File: src/rtl/snake_ctrl_if.sv
// Signal bundle between snake_ctrl and the input/timebase/food logic and the bitmap path.
interface snake_ctrl_if #(
  parameter int MAX_LEN = 64
);
  logic                    start;
  logic                    tick;
  logic                    dir_valid;
  logic [1:0]              dir_req;
  logic [3:0]              food_col;
  logic [3:0]              food_row;
  logic [MAX_LEN-1:0][3:0] col;
  logic [MAX_LEN-1:0][3:0] row;
  logic [6:0]              length;
  logic                    busy;
  logic                    ate;
  logic                    game_over;
  logic                    win;

  modport master (
    output start, tick, dir_valid, dir_req, food_col, food_row,
    input  col, row, length, busy, ate, game_over, win
  );

  modport slave (
    input  start, tick, dir_valid, dir_req, food_col, food_row,
    output col, row, length, busy, ate, game_over, win
  );
endinterface

File: src/rtl/snake_ctrl.sv
// Snake body sequencer: applies a move per tick, scans serially for self-collision,
// grows on food and reports game over / win.
module snake_ctrl #(
  parameter int MAX_LEN  = 64,
  parameter int INIT_LEN = 3
) (
  input  logic        CLK,
  input  logic        RESET_N,
  snake_ctrl_if.slave bus
);
  localparam int         IW     = $clog2(MAX_LEN);
  localparam logic [6:0] MAX_L  = 7'(MAX_LEN);
  localparam logic [6:0] INIT_L = 7'(INIT_LEN);

  typedef enum logic [2:0] {S_IDLE, S_WAIT, S_SCAN, S_MOVE, S_OVER} state_t;
  typedef enum logic [1:0] {D_RIGHT, D_LEFT, D_UP, D_DOWN} dir_t;
  typedef logic [MAX_LEN-1:0][3:0] coord_arr_t;

  function automatic coord_arr_t init_col();
    coord_arr_t v = '0;
    for (int i = 0; i < INIT_LEN; i++) v[i] = 4'(4 - i);
    return v;
  endfunction

  function automatic coord_arr_t init_row();
    coord_arr_t v = '0;
    for (int i = 0; i < INIT_LEN; i++) v[i] = 4'd4;
    return v;
  endfunction

  localparam coord_arr_t INIT_COL = init_col();
  localparam coord_arr_t INIT_ROW = init_row();

  state_t     r_state, w_next;
  coord_arr_t r_col, r_row;
  logic [6:0] r_len;
  dir_t       r_dir, r_pend;
  logic [3:0] r_nh_col, r_nh_row;
  logic       r_eat, r_ate, r_win;
  logic [IW-1:0] r_k, r_last;

  logic [3:0]    w_nh_col, w_nh_row;
  logic [IW-1:0] w_last;
  logic          w_wall, w_eat, w_hit, w_grow, w_restart, w_active, w_dir_ok;

  always_comb begin
    w_nh_col = r_col[0];
    w_nh_row = r_row[0];
    case (r_pend)
      D_RIGHT: w_nh_col = r_col[0] + 4'd1;
      D_LEFT:  w_nh_col = r_col[0] - 4'd1;
      D_UP:    w_nh_row = r_row[0] - 4'd1;
      default: w_nh_row = r_row[0] + 4'd1;
    endcase
  end

  assign w_wall = (w_nh_col == 4'd0) || (w_nh_col == 4'd9) ||
                  (w_nh_row == 4'd0) || (w_nh_row == 4'd9);
  assign w_eat  = (bus.food_col != 4'd0) && (w_nh_col == bus.food_col) &&
                  (w_nh_row == bus.food_row);
  // Without food the tail leaves its cell in the same move, so it is not scanned.
  assign w_last    = w_eat ? r_len[IW-1:0] - IW'(1) : r_len[IW-1:0] - IW'(2);
  assign w_hit     = (r_col[r_k] == r_nh_col) && (r_row[r_k] == r_nh_row);
  assign w_grow    = r_eat && (r_len < MAX_L);
  assign w_restart = bus.start && ((r_state == S_IDLE) || (r_state == S_OVER));
  assign w_active  = (r_state == S_WAIT) || (r_state == S_SCAN) || (r_state == S_MOVE);
  assign w_dir_ok  = bus.dir_valid && w_active && (bus.dir_req != (r_dir ^ 2'd1));

  // NOTE: w_next gets its default before the case, so every path assigns it and no latch forms.
  always_comb begin
    w_next = r_state;
    unique case (r_state)
      S_IDLE: if (bus.start) w_next = S_WAIT;
      S_WAIT: if (bus.tick) w_next = w_wall ? S_OVER : S_SCAN;
      S_SCAN: begin
        if (w_hit)              w_next = S_OVER;
        else if (r_k == r_last) w_next = S_MOVE;
      end
      S_MOVE: w_next = (w_grow && (r_len + 7'd1 == MAX_L)) ? S_OVER : S_WAIT;
      S_OVER: if (bus.start) w_next = S_WAIT;
      default: w_next = S_IDLE;
    endcase
  end

  // NOTE: non-blocking updates so every register here reads pre-edge values of the others.
  always_ff @(posedge CLK or negedge RESET_N) begin
    if (!RESET_N) begin
      // NOTE: the segment arrays are visible to the display, so they reset like any other register.
      r_state  <= S_IDLE;
      r_col    <= INIT_COL;
      r_row    <= INIT_ROW;
      r_len    <= INIT_L;
      r_dir    <= D_RIGHT;
      r_pend   <= D_RIGHT;
      r_nh_col <= 4'd0;
      r_nh_row <= 4'd0;
      r_eat    <= 1'b0;
      r_k      <= '0;
      r_last   <= '0;
      r_ate    <= 1'b0;
      r_win    <= 1'b0;
    end else begin
      r_state <= w_next;
      r_ate   <= 1'b0;
      if (w_restart) begin
        r_col  <= INIT_COL;
        r_row  <= INIT_ROW;
        r_len  <= INIT_L;
        r_dir  <= D_RIGHT;
        r_pend <= D_RIGHT;
        r_win  <= 1'b0;
      end else begin
        if (w_dir_ok) r_pend <= dir_t'(bus.dir_req);
        case (r_state)
          S_WAIT: if (bus.tick) begin
            r_dir    <= r_pend;
            r_nh_col <= w_nh_col;
            r_nh_row <= w_nh_row;
            r_eat    <= w_eat;
            r_k      <= '0;
            r_last   <= w_last;
          end
          S_SCAN: r_k <= r_k + IW'(1);
          S_MOVE: begin
            r_col <= {r_col[MAX_LEN-2:0], r_nh_col};
            r_row <= {r_row[MAX_LEN-2:0], r_nh_row};
            if (w_grow) begin
              r_len <= r_len + 7'd1;
              r_ate <= 1'b1;
              if (r_len + 7'd1 == MAX_L) r_win <= 1'b1;
            end else if (!r_eat) begin
              r_col[r_len[IW-1:0]] <= 4'd0;
              r_row[r_len[IW-1:0]] <= 4'd0;
            end
          end
          default: ;
        endcase
      end
    end
  end

  assign bus.col       = r_col;
  assign bus.row       = r_row;
  assign bus.length    = r_len;
  assign bus.busy      = (r_state == S_SCAN) || (r_state == S_MOVE);
  assign bus.ate       = r_ate;
  assign bus.game_over = (r_state == S_OVER);
  assign bus.win       = r_win;
endmodule

File: src/flat_wrapper.sv
// flat-port wrapper written by rule: the top's interface ports become plain ports
module snake_ctrl_flat 
#(
  parameter int MAX_LEN  = 64,
  parameter int INIT_LEN = 3
)
  (CLK, RESET_N, bus_start, bus_tick, bus_dir_valid, bus_dir_req, bus_food_col, bus_food_row, bus_col, bus_row, bus_length, bus_busy, bus_ate, bus_game_over, bus_win);
  snake_ctrl_if #(.MAX_LEN(MAX_LEN)) bus_i ();
  input  logic CLK;
  input  logic RESET_N;
  input wire logic [$bits(bus_i.start)-1:0] bus_start;
  input wire logic [$bits(bus_i.tick)-1:0] bus_tick;
  input wire logic [$bits(bus_i.dir_valid)-1:0] bus_dir_valid;
  input wire logic [$bits(bus_i.dir_req)-1:0] bus_dir_req;
  input wire logic [$bits(bus_i.food_col)-1:0] bus_food_col;
  input wire logic [$bits(bus_i.food_row)-1:0] bus_food_row;
  output wire logic [$bits(bus_i.col)-1:0] bus_col;
  output wire logic [$bits(bus_i.row)-1:0] bus_row;
  output wire logic [$bits(bus_i.length)-1:0] bus_length;
  output wire logic [$bits(bus_i.busy)-1:0] bus_busy;
  output wire logic [$bits(bus_i.ate)-1:0] bus_ate;
  output wire logic [$bits(bus_i.game_over)-1:0] bus_game_over;
  output wire logic [$bits(bus_i.win)-1:0] bus_win;
  assign bus_i.start = bus_start;
  assign bus_i.tick = bus_tick;
  assign bus_i.dir_valid = bus_dir_valid;
  assign bus_i.dir_req = bus_dir_req;
  assign bus_i.food_col = bus_food_col;
  assign bus_i.food_row = bus_food_row;
  assign bus_col = bus_i.col;
  assign bus_row = bus_i.row;
  assign bus_length = bus_i.length;
  assign bus_busy = bus_i.busy;
  assign bus_ate = bus_i.ate;
  assign bus_game_over = bus_i.game_over;
  assign bus_win = bus_i.win;
  snake_ctrl #(.MAX_LEN(MAX_LEN), .INIT_LEN(INIT_LEN)) u_core (.CLK(CLK), .RESET_N(RESET_N), .bus(bus_i));
endmodule
File: config.mk
export PLATFORM = sky130hd
export DESIGN_NAME = snake_ctrl_flat
export DESIGN_NICKNAME = d
export VERILOG_FILES = /design/src/rtl/snake_ctrl_if.sv /design/src/rtl/snake_ctrl.sv /design/src/flat_wrapper.sv
export SDC_FILE = /design/constraint.sdc
export NUM_CORES = 1
export LEC_CHECK = 0
export BUFFER_PORTS_ARGS = -buffer_cell sky130_fd_sc_hd__buf_2
export CAP_MARGIN = 20
export CORE_MARGIN = 8
export CORE_UTILIZATION = 50
export DETAILED_ROUTE_END_ITERATION = 12
export GPL_TIMING_DRIVEN = 1
export PLACE_DENSITY = 0.77
export SKIP_CTS_REPAIR_TIMING = 1
export SYNTH_ARGS = -nofsm -noshare
export SYNTH_HDL_FRONTEND = slang
export SYNTH_SLANG_ARGS = --single-unit
File: constraint.sdc
create_clock -name CLK -period 2.9 [get_ports CLK]
set_clock_uncertainty 0.05 [all_clocks]
set_input_delay 0.58 -clock CLK [delete_from_list [all_inputs] [get_ports CLK]]
set_output_delay 0.58 -clock CLK [all_outputs]
set_load 0.005 [all_outputs]
==> impl_metrics.py, run 1 <==
metrics = {
    "hold_path": {
        "hold_path_depth": 3,
        "hold_path_end": "u_core.r_pend[0]",
        "min_from": "bus_dir_req[0]",
        "min_path_type": "in -> reg",
    },
    "outcome": {
        "status": "complete, but fails checks",
        "violations": "setup timing",
    },
    "finish": {
        "drive_gt1_frac": 0.4049,
        "syn_to_final_growth_pct": 28.25,
        "multi_input_area_sq_mm": 0.01062,
        "antenna_cells": 0,
        "nNetsFinal": 2527,
        "fin_util": 0.6434,
        "fillers": 3785,
        "fin_cells": 3218,
        "regArea_sq_mm": 0.01376,
    },
    "setup_path": {
        "worst-r2r-setup-slack_ns": -0.22,
        "critPathCaptureType": "register",
        "required_ns": 3.32,
        "cp.arrival_ns": 3.54,
        "cp-start-kind": "register",
        "worstReg2RegStart": "u_core.r_k[0]",
        "path_max_fanout": 4,
        "reg2reg_to": "u_core.r_state[1]",
        "crit_type": "reg -> reg",
        "r2r_cells": 11,
    },
    "logic_synthesis": {
        "synth.cell_area_sq_mm": 0.02491,
        "synth_most_common_cell": "dfrtp_1",
        "synth.top_cell.area_share": 0.5424,
        "synth_warnings": 0,
        "synthTopCellsByArea": "dfrtp_1, a22o_1, mux4_2",
        "synth_cell_type_count": 67,
        "synth_edf_count": 0,
        "synth_fp_nets": 1852,
        "ys_seq_area_frac": 0.5519,
        "syn_avg_cell_area_sq_um": 13.64,
        "synthFlopType": "dfrtp_1",
        "synth_top_cell_by_area": "dfrtp_1",
        "syn_inst": 1826,
        "synth-async-reset-ratio": 1.000,
        "ys_top_cells_by_count": "dfrtp_1, a22o_1, mux4_2, clkbuf_1, a21oi_1",
        "ys_ff_latch": 549,
    },
    "routing": {
        "drcViolationCount": 0,
        "ant_nets": 0,
        "avgRoutedWirePerCell_um": 31.66,
        "wl_um": 101900,
        "viasPerCell": 6.778,
        "dr_total_vias": 21810,
        "firstDrtPassIters": 5,
        "dr.first_iter.drc_count": 2967,
    },
    "grt": {
        "grt_max_degree": 87,
        "grt_pass1_wl_um": 147700,
        "gr-usage-all-layers": 0.3444,
        "grt_antenna_before_repair": 0,
        "overflow": 0,
        "grt_pass1_vias": 21270,
    },
    "timing": {
        "finalCritPeriodShare": 1.075,
        "setup_viol": 5,
        "fmax_ghz": 0.3207,
        "max_slew.worst_pin.slew_ns": 1.191,
        "worst_slack_ns": -0.2177,
        "finalCriticalPeriod_ns": 3.118,
        "slew-limit-headroom": 0.2059,
        "whs_ns": 0.2041,
        "rsz0062_at_grt": "true",
        "finalHoldViolCount": 0,
        "slew_violations": 0,
    },
    "placed_design": {
        "dp_hpwl_um": 74960,
        "dpl.cell_count": 3098,
        "gp_congestion": 0.9691,
        "io_buffer_count": 537,
    },
    "pwr": {
        "powerDensity_mw_per_mm2": 716.5,
        "power.leakage_nw": 16.44,
        "peakVddDrop_mv": 0.6042,
    },
    "floorplanning": {
        "fp.coreArea_sq_mm": 0.04966,
        "ioPinCount": 538,
        "rows": 82,
        "fp.dieW_um": 239.2,
        "start_util": 0.5017,
        "dieArea_sq_mm": 0.05722,
        "die_h_um": 239.2,
    },
    "cts": {
        "cts_max_path_buffers": 3,
        "cts.clk_slew.worst_paths_ns": 0.06,
        "htreeDepth": 2,
        "cts_tree": "done",
        "cts_root_buf": "clkbuf_16",
        "clock_latency_ns": 0.62,
        "clock_sink_count": 549,
        "cts_buffers": 56,
    },
    "flow_run": {
        "drv_cap": 0,
    },
}
[state kept, by name, indices dropped and copies added (netlist names), 3 cells and up]
name               count
u_core.bus.row       256
u_core.r_last          6
u_core.bus.col       256
u_core.r_k             6
u_core.bus.length      7
u_core.r_state         3
u_core.r_nh_row        4
u_core.r_nh_col        4
[worst max path at each step]
stage | end | cells after the start | startpoint
after floorplan | u_core.r_last[4] | 12 | u_core.r_pend[0]
after global placement | u_core.r_state[1] | 9 | u_core.r_k[0]
after detailed placement | u_core.r_state[1] | 9 | u_core.r_k[0]
after CTS | u_core.r_state[1] | 9 | u_core.r_k[0]
after global routing | u_core.r_state[1] | 10 | u_core.r_k[0]
final | u_core.r_state[1] | 11 | u_core.r_k[0]
[cell usage in the layout (no fill, tap or decap), types with 6 or more instances in the layout]
master	count
a221o_1	11
a22o_1	505
a21oi_2	7
buf_4	185
a21oi_1	68
buf_6	7
nor3_1	8
mux2i_1	71
ha_1	9
mux2_2	31
o22ai_1	11
clkbuf_1	8
clkbuf_16	59
o211ai_1	6
buf_12	22
clkbuf_8	7
dfrtp_1	537
nor3b_1	7
xor2_1	16
xnor2_1	18
clkinv_2	14
and3_1	8
nand2_1	53
buf_2	536
nor2_1	43
o21ai_0	24
nand4_1	6
dfstp_2	9
o221ai_1	15
a211o_1	6
and2_1	6
a221oi_1	9
mux4_2	96
inv_1	9
bufinv_16	10
o211a_1	6
[power breakdown]
group / switching, mW / internal, mW / leakage [nW]
combinational: 4.23 / 2.48 / 7.85
sequential: 0.428 / 7.92 / 7.62
clock: 3.17 / 4.67 / 0.968
total: 7.83 / 15.1 / 16.4
[per-layer routing]
layer,track usage,vias up,part of all wire,wire [um]
met3,0.08662,298,0.11,11040
met2,0.5380,1573,0.47,47700
met1,0.4499,11280,0.37,37560
met4,0.1633,0,0.055,5594
met5,0,-,0,0
li1,-,8659,-,-
[through the flow]
step / power [mW] / setup slack, ns / cell area (sq um) / setup TNS [ns]
finish: 22.89 / -0.2177 / 31950 / -0.7191
global route: 23.54 / -0.2937 / 31950 / -1.449
CTS: 22.42 / -0.4820 / 31600 / -1.773
detailed placement: 14.68 / -0.4627 / 29620 / -1.616
global placement: 14.52 / -0.4021 / 29590 / -1.201
floorplan: 12.13 / 0.01200 / 24910 / 0
[worst max-delay path: stages (launching register included)]
cell	delay [ns]
dfrtp_4	0.51
buf_6	0.15
buf_4	0.14
mux4_2	0.42
mux2_2	0.28
a221oi_2	0.22
buf_4	0.17
nor3_1	0.05
nor4b_2	0.29
nand4_1	0.28
a21oi_2	0.31
o22ai_1	0.11
[layout make-up]
class / count / share of cell area
flip-flops and latches: 549 / 0.4306
clock inverters: 31 / 0.01332
well taps: 672 / 0.02632
repair buffers: 756 / 0.1474
multi-input cells: 1127 / 0.3325
inverters: 11 / 0.001292
clock buffers: 72 / 0.04860
[logic make-up (layout without fill, tap and decap cells)]
kind of cell    after synthesis  in the layout  synth area share
xor+xnor                     41             41           0.01607
mux                         202            202            0.1311
simple gates                167            167           0.03400
flops                       549            549            0.5519
fa+ha+maj                    11             11          0.005525
buf+inv                     150            870           0.02828
compound gates              706            706            0.2331
No activity file was read; power rests on OpenSTA's default activity.
==> run 2: changes to the inputs <==
- CORE_UTILIZATION: 50 -> 59
- GPL_TIMING_DRIVEN: 1 -> 0
- PLACE_DENSITY: 0.77 -> 0.86
- clock period: 2.9 -> 3.8 ns (I/O delays scaled with it)
==> impl_metrics.py, run 2 (synthesis results as in run 1) <==
metrics = {
    "outcome": {
        "status": "complete, but fails checks",
        "violations": "hold timing",
    },
    "pwr": {
        "power.leakage_nw": 15.56,
        "comb_power_share": 0.303,
        "p_switching_mw": 6.443,
        "powerDensity_mw_per_mm2": 564.4,
        "power_frac_clock": 0.329,
        "switching_share": 0.3757,
        "peakVddDrop_mv": 0.3434,
        "power_mw": 17.15,
        "pwr-share-seq": 0.368,
        "p_int_mw": 10.71,
    },
    "setup_path": {
        "reg2reg_to": "u_core.r_state[1]",
        "critPathCaptureType": "register",
        "path_max_fanout": 10,
        "worst-r2r-setup-slack_ns": 0.04,
        "cp.arrival_ns": 4.18,
        "crit_type": "reg -> reg",
        "required_ns": 4.22,
        "r2r_cells": 12,
        "cp-start-kind": "register",
        "worstReg2RegStart": "u_core.r_k[0]",
    },
    "finish": {
        "antenna_cells": 0,
        "layout_common_cells": "buf_2, dfrtp_1, a22o_1",
        "drive_gt1_frac": 0.3374,
        "nNetsFinal": 2459,
        "final_common_cell": "buf_2",
        "syn_to_final_growth_pct": 21.97,
        "fin_cells": 3014,
    },
    "routing": {
        "drcViolationCount": 0,
        "met3_length_um": 14170,
        "ant_nets": 0,
        "drt-met1-wl_um": 37490,
        "dr_total_vias": 22360,
        "firstDrtPassIters": 6,
        "top_layer": "met5",
        "dr.first_iter.drc_count": 4000,
        "viasPerCell": 7.417,
        "wl_um": 107600,
        "avgRoutedWirePerCell_um": 35.70,
        "wl_met2_um": 48530,
    },
    "grt": {
        "gr-usage-all-layers": 0.4257,
        "grt_pass1_vias": 22110,
        "overflow": 0,
        "grt_pass1_wl_um": 155100,
        "grt_antenna_before_repair": 2,
        "grt_max_degree": 115,
    },
    "cts": {
        "cts.clk_slew.worst_paths_ns": 0.07,
        "cts_max_path_buffers": 3,
        "htreeDepth": 2,
        "cts_buffers": 55,
        "clock_latency_ns": 0.62,
        "cts_root_buf": "clkbuf_16",
        "cts_tree": "done",
        "clock_sink_count": 549,
    },
    "flow_run": {
        "drv_cap": 0,
    },
    "floorplanning": {
        "start_util": 0.5952,
        "rows": 75,
        "fp.coreArea_sq_mm": 0.04185,
        "die_h_um": 221.5,
        "ioPinCount": 538,
        "fp.dieW_um": 221.5,
        "dieArea_sq_mm": 0.04905,
    },
    "placed_design": {
        "io_buffer_count": 537,
        "dpl.cell_count": 2911,
        "dp_hpwl_um": 78640,
        "dpl_worst_slack_ns": -0.2502,
        "gp_congestion": 0.9907,
    },
    "timing": {
        "slew-limit-headroom": 0.1471,
        "finalHoldViolCount": 26,
        "finalCritPeriodShare": 0.9894,
        "finalSetupTns_ns": 0,
        "worst_slack_ns": 0.04045,
        "setup_viol": 0,
        "fmax_ghz": 0.2660,
        "slew_violations": 0,
        "finalCriticalPeriod_ns": 3.760,
        "max_slew.worst_pin.slew_ns": 1.279,
        "whs_ns": -0.01605,
    },
    "hold_path": {
        "min_path_type": "in -> async",
    },
}
run 2: changes by cell type in the layout (fill, tap and decap cells not counted), sizes merged:
cell	delta
bufinv	-6
buf	-158
clkinvlp	-3
clkbuf	+104
clkinv	-7
dlygate4sd3	-1
run 2: worst max-delay path, cell delays in order (launching register included):
cell,delay (ns)
dfrtp_1,0.42
buf_4,0.34
buf_6,0.29
buf_6,0.29
buf_4,0.32
mux2i_1,0.22
o221ai_1,0.16
a221oi_2,0.46
nor3_1,0.12
nor4b_2,0.26
nand4_1,0.22
a21oi_2,0.33
o22ai_1,0.11
run 2: worst max-delay path by stage:
stage	endpoint	slack, ns	startpoint	depth (start not counted)
floorplan	u_core.r_last[4]	0.75	u_core.r_pend[1]	12
global placement	u_core.bus.row[70]	-8.75	RESET_N	1
detailed placement	u_core.r_state[1]	-0.25	u_core.r_k[1]	10
CTS	u_core.r_state[1]	-0.25	u_core.r_k[1]	10
global route	u_core.r_state[1]	-0.03	u_core.r_k[0]	12
finish	u_core.r_state[1]	0.04	u_core.r_k[0]	12
run 2: final cells by class:
| cell class | count | area, sq um |
|---|---|---|
| clock buffer | 84 | 1668 |
| fill | 2813 | 11470 |
| tap | 539 | 674.4 |
| clock inverter | 15 | 187.7 |
| timing repair buffer | 550 | 2903 |
| inverter | 11 | 41.29 |
| sequential | 549 | 13750 |
| buffer | 139 | 690.7 |
| multi-input combinational | 1127 | 10470 |
run 2: power groups by stage:
stage	Combinational [mW]	Clock, mW	Sequential (mW)
floorplan	2.96	0	6.29
global placement	4.82	0	6.38
detailed placement	4.96	0	6.39
CTS	4.97	5.61	6.29
global route	5.33	5.85	6.32
finish	5.20	5.64	6.31
run 2: per-layer routing:
layer | GRT usage | vias up
met5 | 0 | -
met4 | 0.2581 | 2
met3 | 0.1409 | 439
met2 | 0.6423 | 2106
met1 | 0.5323 | 11320
li1 | - | 8493
run 2: per-stage QoR:
stage	hold slack (ns)	util	area, sq um
after floorplan	0.4144	-	24910
after global placement	0.4414	0.6755	28270
after detailed placement	0.4478	0.6800	28460
after CTS	-0.02494	0.7243	30310
after global routing	0.001143	0.7260	30380
final	-0.01605	0.7260	30380
